## src/rtl/auto_contrast_ctrl_pkg.sv

```systemverilog
// ---------------------------------------------------------------------------
// auto_contrast_ctrl_pkg
// Purpose : Shared types and constants for the auto-contrast control loop.
//           FSM state encoding, luma field position inside the 24-bit pixel,
//           contrast level range, and helpers that derive the clamped dead-band
//           thresholds.
// Ports   : none (package)
// ---------------------------------------------------------------------------
package auto_contrast_ctrl_pkg;

  typedef enum logic [1:0] {
    ST_ACCUM  = 2'd0,
    ST_EVAL   = 2'd1,
    ST_SETTLE = 2'd2
  } state_t;

  localparam int Y_MSB = 7;
  localparam int Y_LSB = 0;

  localparam logic [3:0] LEVEL_MIN = 4'd0;
  localparam logic [3:0] LEVEL_MAX = 4'd15;

  // Lower edge of the dead band, computed in 9 bits and clamped at 0.
  function automatic logic [7:0] thr_low(input logic [7:0] target, input logic [7:0] hyst);
    logic [8:0] diff;
    diff = {1'b0, target} - {1'b0, hyst};
    return diff[8] ? 8'd0 : diff[7:0];
  endfunction

  // Upper edge of the dead band, computed in 9 bits and clamped at 255.
  function automatic logic [7:0] thr_high(input logic [7:0] target, input logic [7:0] hyst);
    logic [8:0] sum;
    sum = {1'b0, target} + {1'b0, hyst};
    return sum[8] ? 8'hFF : sum[7:0];
  endfunction

endpackage

```

## src/rtl/auto_contrast_ctrl_frame_stats.sv

```systemverilog
// ---------------------------------------------------------------------------
// frame_stats
// Purpose : Running min/max tracker for luma over a statistics window.
//           Outputs are the statistics *including* the current pixel, so a
//           window can be closed on the same cycle a pixel arrives and that
//           pixel still belongs to the closing window.
// Ports   :
//   clk      in   1  clock
//   rst      in   1  synchronous active-high reset
//   i_de     in   1  pixel valid
//   i_y      in   8  luma of the current pixel
//   i_clear  in   1  start a new window (registers return to empty)
//   o_min    out  8  minimum luma so far, current pixel included
//   o_max    out  8  maximum luma so far, current pixel included
//   o_seen   out  1  at least one valid pixel so far, current pixel included
// ---------------------------------------------------------------------------
module frame_stats (
  input  logic       clk,
  input  logic       rst,
  input  logic       i_de,
  input  logic [7:0] i_y,
  input  logic       i_clear,
  output logic [7:0] o_min,
  output logic [7:0] o_max,
  output logic       o_seen
);

  logic [7:0] r_min;
  logic [7:0] r_max;
  logic       r_seen;

  assign o_min  = (i_de && (i_y < r_min)) ? i_y : r_min;
  assign o_max  = (i_de && (i_y > r_max)) ? i_y : r_max;
  assign o_seen = r_seen | i_de;

  always_ff @(posedge clk) begin
    if (rst || i_clear) begin
      // On a clear the current pixel has already been folded into the
      // closing window through the merged outputs, so it is dropped here.
      r_min  <= 8'hFF;
      r_max  <= 8'h00;
      r_seen <= 1'b0;
    end else if (i_de) begin
      r_min  <= o_min;
      r_max  <= o_max;
      r_seen <= 1'b1;
    end
  end

endmodule

```

## src/rtl/auto_contrast_ctrl.sv

```systemverilog
// ---------------------------------------------------------------------------
// auto_contrast_ctrl
// Purpose : Closed-loop controller for the contrast stage. Measures the luma
//           spread (max Y - min Y) over a window of FRAMES_STEP frames and, once
//           per window, issues at most one single-cycle inc or dec pulse to pull
//           the spread toward TARGET. The resulting level change is confirmed by
//           watching level_in; a pulse that does not move the level sets sat.
// Ports   :
//   clk         in   1   pixel clock
//   rst         in   1   synchronous active-high reset
//   en          in   1   loop enable (stats are collected regardless)
//   vsync       in   1   frame sync, rising edge marks a frame boundary
//   de          in   1   pixel valid
//   pixel_in    in   24  pixel from the contrast stage, Y in [7:0]
//   level_in    in   4   current contrast level read back
//   inc         out  1   one-cycle request to raise contrast one step
//   dec         out  1   one-cycle request to lower contrast one step
//   busy        out  1   high while evaluating or settling
//   sat         out  1   sticky: last pulse produced no level change
//   spread_out  out  8   last evaluated spread
// ---------------------------------------------------------------------------
module auto_contrast_ctrl
  import auto_contrast_ctrl_pkg::*;
#(
  parameter logic [7:0] TARGET      = 8'd200,
  parameter logic [7:0] HYST        = 8'd16,
  parameter logic [3:0] FRAMES_STEP = 4'd2,
  parameter logic [2:0] SETTLE_TO   = 3'd4
) (
  input  logic        clk,
  input  logic        rst,
  input  logic        en,
  input  logic        vsync,
  input  logic        de,
  input  logic [23:0] pixel_in,
  input  logic [3:0]  level_in,
  output logic        inc,
  output logic        dec,
  output logic        busy,
  output logic        sat,
  output logic [7:0]  spread_out
);

  // A zero step count or settle timeout behaves as one.
  localparam logic [3:0] FRAMES_EFF = (FRAMES_STEP == 4'd0) ? 4'd1 : FRAMES_STEP;
  localparam logic [2:0] SETTLE_EFF = (SETTLE_TO == 3'd0) ? 3'd1 : SETTLE_TO;
  localparam logic [7:0] THR_LO     = thr_low(TARGET, HYST);
  localparam logic [7:0] THR_HI     = thr_high(TARGET, HYST);

  state_t     r_state, w_state_next;
  logic       r_vsync_d1, r_vsync_d2;
  logic [3:0] r_frame_cnt, w_frame_cnt_next;
  logic [7:0] r_spread, w_spread_next;
  logic       r_win_seen, w_win_seen_next;
  logic [7:0] r_spread_out, w_spread_out_next;
  logic       r_inc, w_inc_next;
  logic       r_dec, w_dec_next;
  logic       r_sat, w_sat_next;
  logic [3:0] r_lvl0, w_lvl0_next;
  logic [2:0] r_settle_cnt, w_settle_cnt_next;

  logic [7:0] w_y;
  logic [7:0] w_min;
  logic [7:0] w_max;
  logic       w_seen;
  logic       w_stats_clear;
  logic       w_vs_edge;
  logic       w_win_done;
  logic       w_unused_pix;

  assign w_y          = pixel_in[Y_MSB:Y_LSB];
  assign w_unused_pix = ^pixel_in[23:Y_MSB+1];

  frame_stats u_stats (
    .clk     (clk),
    .rst     (rst),
    .i_de    (de),
    .i_y     (w_y),
    .i_clear (w_stats_clear),
    .o_min   (w_min),
    .o_max   (w_max),
    .o_seen  (w_seen)
  );

  // Edge is taken between two registered copies of vsync, so the boundary
  // acts one cycle after vsync is first sampled high.
  assign w_vs_edge  = r_vsync_d1 & ~r_vsync_d2;
  // frame_cnt keeps counting outside ACCUM, so a window completed there is
  // still recognised at the next edge seen back in ACCUM.
  assign w_win_done = w_vs_edge && (({1'b0, r_frame_cnt} + 5'd1) >= {1'b0, FRAMES_EFF});

  always_comb begin
    w_state_next      = r_state;
    w_frame_cnt_next  = r_frame_cnt;
    w_spread_next     = r_spread;
    w_win_seen_next   = r_win_seen;
    w_spread_out_next = r_spread_out;
    w_inc_next        = 1'b0;
    w_dec_next        = 1'b0;
    w_sat_next        = r_sat;
    w_lvl0_next       = r_lvl0;
    w_settle_cnt_next = r_settle_cnt;
    w_stats_clear     = 1'b0;

    // Saturate so a long stay outside ACCUM cannot wrap the count.
    if (w_vs_edge && (r_frame_cnt != 4'hF)) begin
      w_frame_cnt_next = r_frame_cnt + 4'd1;
    end

    unique case (r_state)
      ST_ACCUM: begin
        if (w_win_done) begin
          w_spread_next    = w_seen ? (w_max - w_min) : 8'd0;
          w_win_seen_next  = w_seen;
          w_stats_clear    = 1'b1;
          w_frame_cnt_next = 4'd0;
          w_state_next     = ST_EVAL;
        end
      end

      ST_EVAL: begin
        w_spread_out_next = r_spread;
        w_state_next      = ST_ACCUM;
        if (r_win_seen && en) begin
          if (r_spread < THR_LO) begin
            if (level_in < LEVEL_MAX) begin
              w_inc_next        = 1'b1;
              w_lvl0_next       = level_in;
              w_settle_cnt_next = 3'd0;
              w_state_next      = ST_SETTLE;
            end else begin
              w_sat_next = 1'b1;
            end
          end else if (r_spread > THR_HI) begin
            if (level_in > LEVEL_MIN) begin
              w_dec_next        = 1'b1;
              w_lvl0_next       = level_in;
              w_settle_cnt_next = 3'd0;
              w_state_next      = ST_SETTLE;
            end else begin
              w_sat_next = 1'b1;
            end
          end
        end
      end

      ST_SETTLE: begin
        if (level_in != r_lvl0) begin
          w_sat_next   = 1'b0;
          w_state_next = ST_ACCUM;
        end else if (({1'b0, r_settle_cnt} + 4'd1) >= {1'b0, SETTLE_EFF}) begin
          w_sat_next   = 1'b1;
          w_state_next = ST_ACCUM;
        end else begin
          w_settle_cnt_next = r_settle_cnt + 3'd1;
        end
      end

      default: begin
        w_state_next = ST_ACCUM;
      end
    endcase
  end

  always_ff @(posedge clk) begin
    if (rst) begin
      r_state      <= ST_ACCUM;
      r_vsync_d1   <= 1'b0;
      r_vsync_d2   <= 1'b0;
      r_frame_cnt  <= 4'd0;
      r_spread     <= 8'd0;
      r_win_seen   <= 1'b0;
      r_spread_out <= 8'd0;
      r_inc        <= 1'b0;
      r_dec        <= 1'b0;
      r_sat        <= 1'b0;
      r_lvl0       <= 4'd0;
      r_settle_cnt <= 3'd0;
    end else begin
      r_state      <= w_state_next;
      r_vsync_d1   <= vsync;
      r_vsync_d2   <= r_vsync_d1;
      r_frame_cnt  <= w_frame_cnt_next;
      r_spread     <= w_spread_next;
      r_win_seen   <= w_win_seen_next;
      r_spread_out <= w_spread_out_next;
      r_inc        <= w_inc_next;
      r_dec        <= w_dec_next;
      r_sat        <= w_sat_next;
      r_lvl0       <= w_lvl0_next;
      r_settle_cnt <= w_settle_cnt_next;
    end
  end

  assign inc        = r_inc;
  assign dec        = r_dec;
  assign busy       = (r_state != ST_ACCUM);
  assign sat        = r_sat;
  assign spread_out = r_spread_out;

endmodule
```

## config.mk

```make
export PLATFORM = sky130hd
export DESIGN_NAME = auto_contrast_ctrl
export DESIGN_NICKNAME = d
export VERILOG_FILES = /design/src/rtl/auto_contrast_ctrl_pkg.sv /design/src/rtl/auto_contrast_ctrl_frame_stats.sv /design/src/rtl/auto_contrast_ctrl.sv
export SDC_FILE = /design/constraint.sdc
export NUM_CORES = 1
export LEC_CHECK = 0
export CORE_ASPECT_RATIO = 0.6
export CORE_MARGIN = 5
export CORE_UTILIZATION = 53
export CTS_CLUSTER_DIAMETER = 30
export DETAILED_ROUTE_END_ITERATION = 6
export MAX_ROUTING_LAYER = met4
export PLACE_DENSITY_LB_ADDON = 0.08
export SKIP_LAST_GASP = 1
export SYNTH_ARGS = -nofsm -noshare
export SYNTH_HDL_FRONTEND = slang
export SYNTH_SLANG_ARGS = --single-unit
```

## constraint.sdc

```tcl
create_clock -name clk -period 4.4 [get_ports clk]
set_input_delay 1.1 -clock clk [delete_from_list [all_inputs] [get_ports clk]]
set_output_delay 1.1 -clock clk [all_outputs]
set_load 0.05 [all_outputs]
```

==> impl_metrics.ini <==
[drt]
vias = 2294
viasPerCell = 5.32
drtPass1Iterations = 4
drtIter0Drc = 75
wl_um = 5700
drc = 0
drtAntennaViolNets = 0
avgRoutedWirePerCell_um = 13.2

[logic_synthesis]
synth_nets = 376
synth_seq_cells = 52
synth_area_leaders = dfxtp_1, ha_1, nand2_1
synth_top_flop_cell = dfxtp_1
synth_area_um2 = 2750
synth.most_common_cell = dfxtp_1
synth_top_area_frac = 0.379
async_reset_ff_frac = 0
avgSynthCellArea_um2 = 8.70
synth_cell_types = 49
synth_top_cell_by_area = dfxtp_1
synth_edf_count = 0
netlist_instances = 316
yosysWarnings = 0
yosys-top-cells-count = dfxtp_1, nand2_1, a21oi_1
yosysSeqAreaShare = 0.379

[power]
powerDensity_nw_per_um2 = 326
ir_drop_uv = 217
leakage_uw = 0.00141

[die]
start_util = 0.546
ios = 45
rows = 20
dieArea_um2 = 6770
fp.dieW_um = 103
core_area_um2 = 5030
die_h_um = 65.8

[setup_path]
path_buf_inv = 1
max_stage_delay_ns = 0.43
cp-end-kind = flip-flop
start_kind = input pin
path_max_fanout = 6
critPathKind = input pin to flip-flop
cp.arrival_ns = 4.33
path_delay_family = compound AO/OA/AOI/OAI gates
critical-path-slowest-cell = clkdlybuf4s50_1
path_cells = clkdlybuf4s50_1, ha_1, a211o_1, a21oi_2, nand3_2, nand2_4, mux2_2, ha_1, nor2b_1, o21ai_0, nand2b_1, a21o_1, a21oi_1, xor2_1, o21ai_0
required_ns = 4.60

[finish]
drive_above_1_share = 0.126
stdcell_area_um2 = 3340
num-nets-final = 424
fill_cells = 418
register_area_um2 = 1040
diodes = 0
multi_input_area_um2 = 1600
area_growth_pct = 21.4

[cts]
cts_buffers = 5
cts_tree = done
root_buffer = clkbuf_8
htree_num_levels = 2
postCtsHoldBufs = 0
path_clk_slew_ns = 0.10
worstSkewPairLatency_ns = 0.31
cts.path.max_buffers = 2
cts.sinks = 52

[grt]
grt.overflow.total = 0
grt_pass1_vias = 2188
grt_max_degree = 25
antenna_found_initial = 0
grt_pass1_wl_um = 10000
grt_util_all_layers = 0.193

[sta]
post-route-period-util = 0.939
setup_tns_ns = 0
hold_violations = 0
rsz0062_at_grt = no
finClkSkew_ns = 0.0101
setup_viol_count_final = 0
timing.fmax_mhz = 242
hold-worst-slack_ns = 0.457
slew_violations = 0
fin_crit_ns = 4.13
worstMarginPinSlew_ns = 0.852
max_slew_margin = 0.430

[place]
hpwlAfterDp_um = 4500
port_buffers = 28
gp_congestion = 0.805
placed_cell_area_um2 = 3230

[hold_path]
hp-class = flip-flop to flip-flop

[run]
maxCapViolCount = 0

[outcome]
status = finished clean
[through the flow]
| stage | worst slack, ns | total power (µW) | util | cells |
|---|---|---|---|---|
| after floorplan | 0.481 | 710 | - | 316 |
| after global placement | -0.0214 | 812 | 0.642 | 423 |
| after detailed placement | -0.107 | 820 | 0.642 | 423 |
| after CTS | 0.211 | 1090 | 0.659 | 431 |
| after global routing | 0.0327 | 1160 | 0.663 | 431 |
| final | 0.268 | 1090 | 0.663 | 431 |
[metal layers]
metal / GRT usage / share of wire / wire [µm] / up-vias
met2: 0.267 / 0.40 / 2300 / 47
met1: 0.285 / 0.54 / 3090 / 1049
met5: - / 0 / 0 / -
li1: - / - / - / 1190
met3: 0.0411 / 0.045 / 258 / 8
met4: 0.0452 / 0.0088 / 50 / 0
[cell families after synthesis]
family / after synthesis / synth area share
AND/OR/NAND/NOR: 115 / 0.204
flip-flops: 52 / 0.379
AO/OA/AOI/OAI: 66 / 0.155
multiplexers: 11 / 0.0428
adder cells (fa/ha/maj): 27 / 0.126
XOR/XNOR: 15 / 0.0478
buffers and inverters: 30 / 0.0451
[power breakdown]
| part | switching (µW) | leakage (µW) | internal, µW |
|---|---|---|---|
| clock network | 159 | 0.0000414 | 113 |
| logic | 154 | 0.000950 | 151 |
| registers | 15.2 | 0.000423 | 495 |
| total | 329 | 0.00141 | 759 |
[final timing paths]
| path | slack (ns) | cells after the start | to | from |
|---|---|---|---|---|
| min reg2reg | 0.46 | 2 | r_win_seen | r_win_seen |
| max | 0.27 | 15 | r_spread[6] | pixel_in[5] |
| max reg2reg | 1.15 | 15 | r_spread[6] | u_stats.r_max[5] |
| min | 0.46 | 2 | r_win_seen | r_win_seen |
[state kept, by name (all words and copies together) (netlist names)]
register / flops
dec: 1
inc: 1
r_frame_cnt: 4
r_lvl0: 4
r_settle_cnt: 3
r_spread: 8
r_state: 2
r_vsync_d1: 1
r_vsync_d2: 1
r_win_seen: 1
sat: 1
spread_out: 8
u_stats.r_max: 8
u_stats.r_min: 8
u_stats.r_seen: 1
[tightest hold or removal path: stages (launching register included)]
cell     delay [ns]
dfxtp_1        0.33
nand2_1        0.05
nand2_1        0.04
[what timing repair did]
item | CTS | global route
endpoints found under the setup margin | 0 | 2
setup buffers | 0 | 0
gates resized for setup | 0 | 5
[cells in the final DEF, fill, tap and decap left out, drive strengths merged, types with 8 or more instances in the layout]
cell type / instances
a21oi: 28
ha: 26
buf: 21
clkdlybuf4s50: 28
nand2: 42
nor2b: 8
nor2: 24
xnor2: 11
o21ai: 14
inv: 22
dfxtp: 52
[area by class of cell]
cell class              count  area share
multi-input cells         234       0.481
flip-flops and latches     52       0.312
repair buffers             49       0.131
inverters                  22      0.0247
well taps                  66      0.0247
clock buffers               6      0.0217
clock inverters             2     0.00487
(Power assumes the default switching activity.)
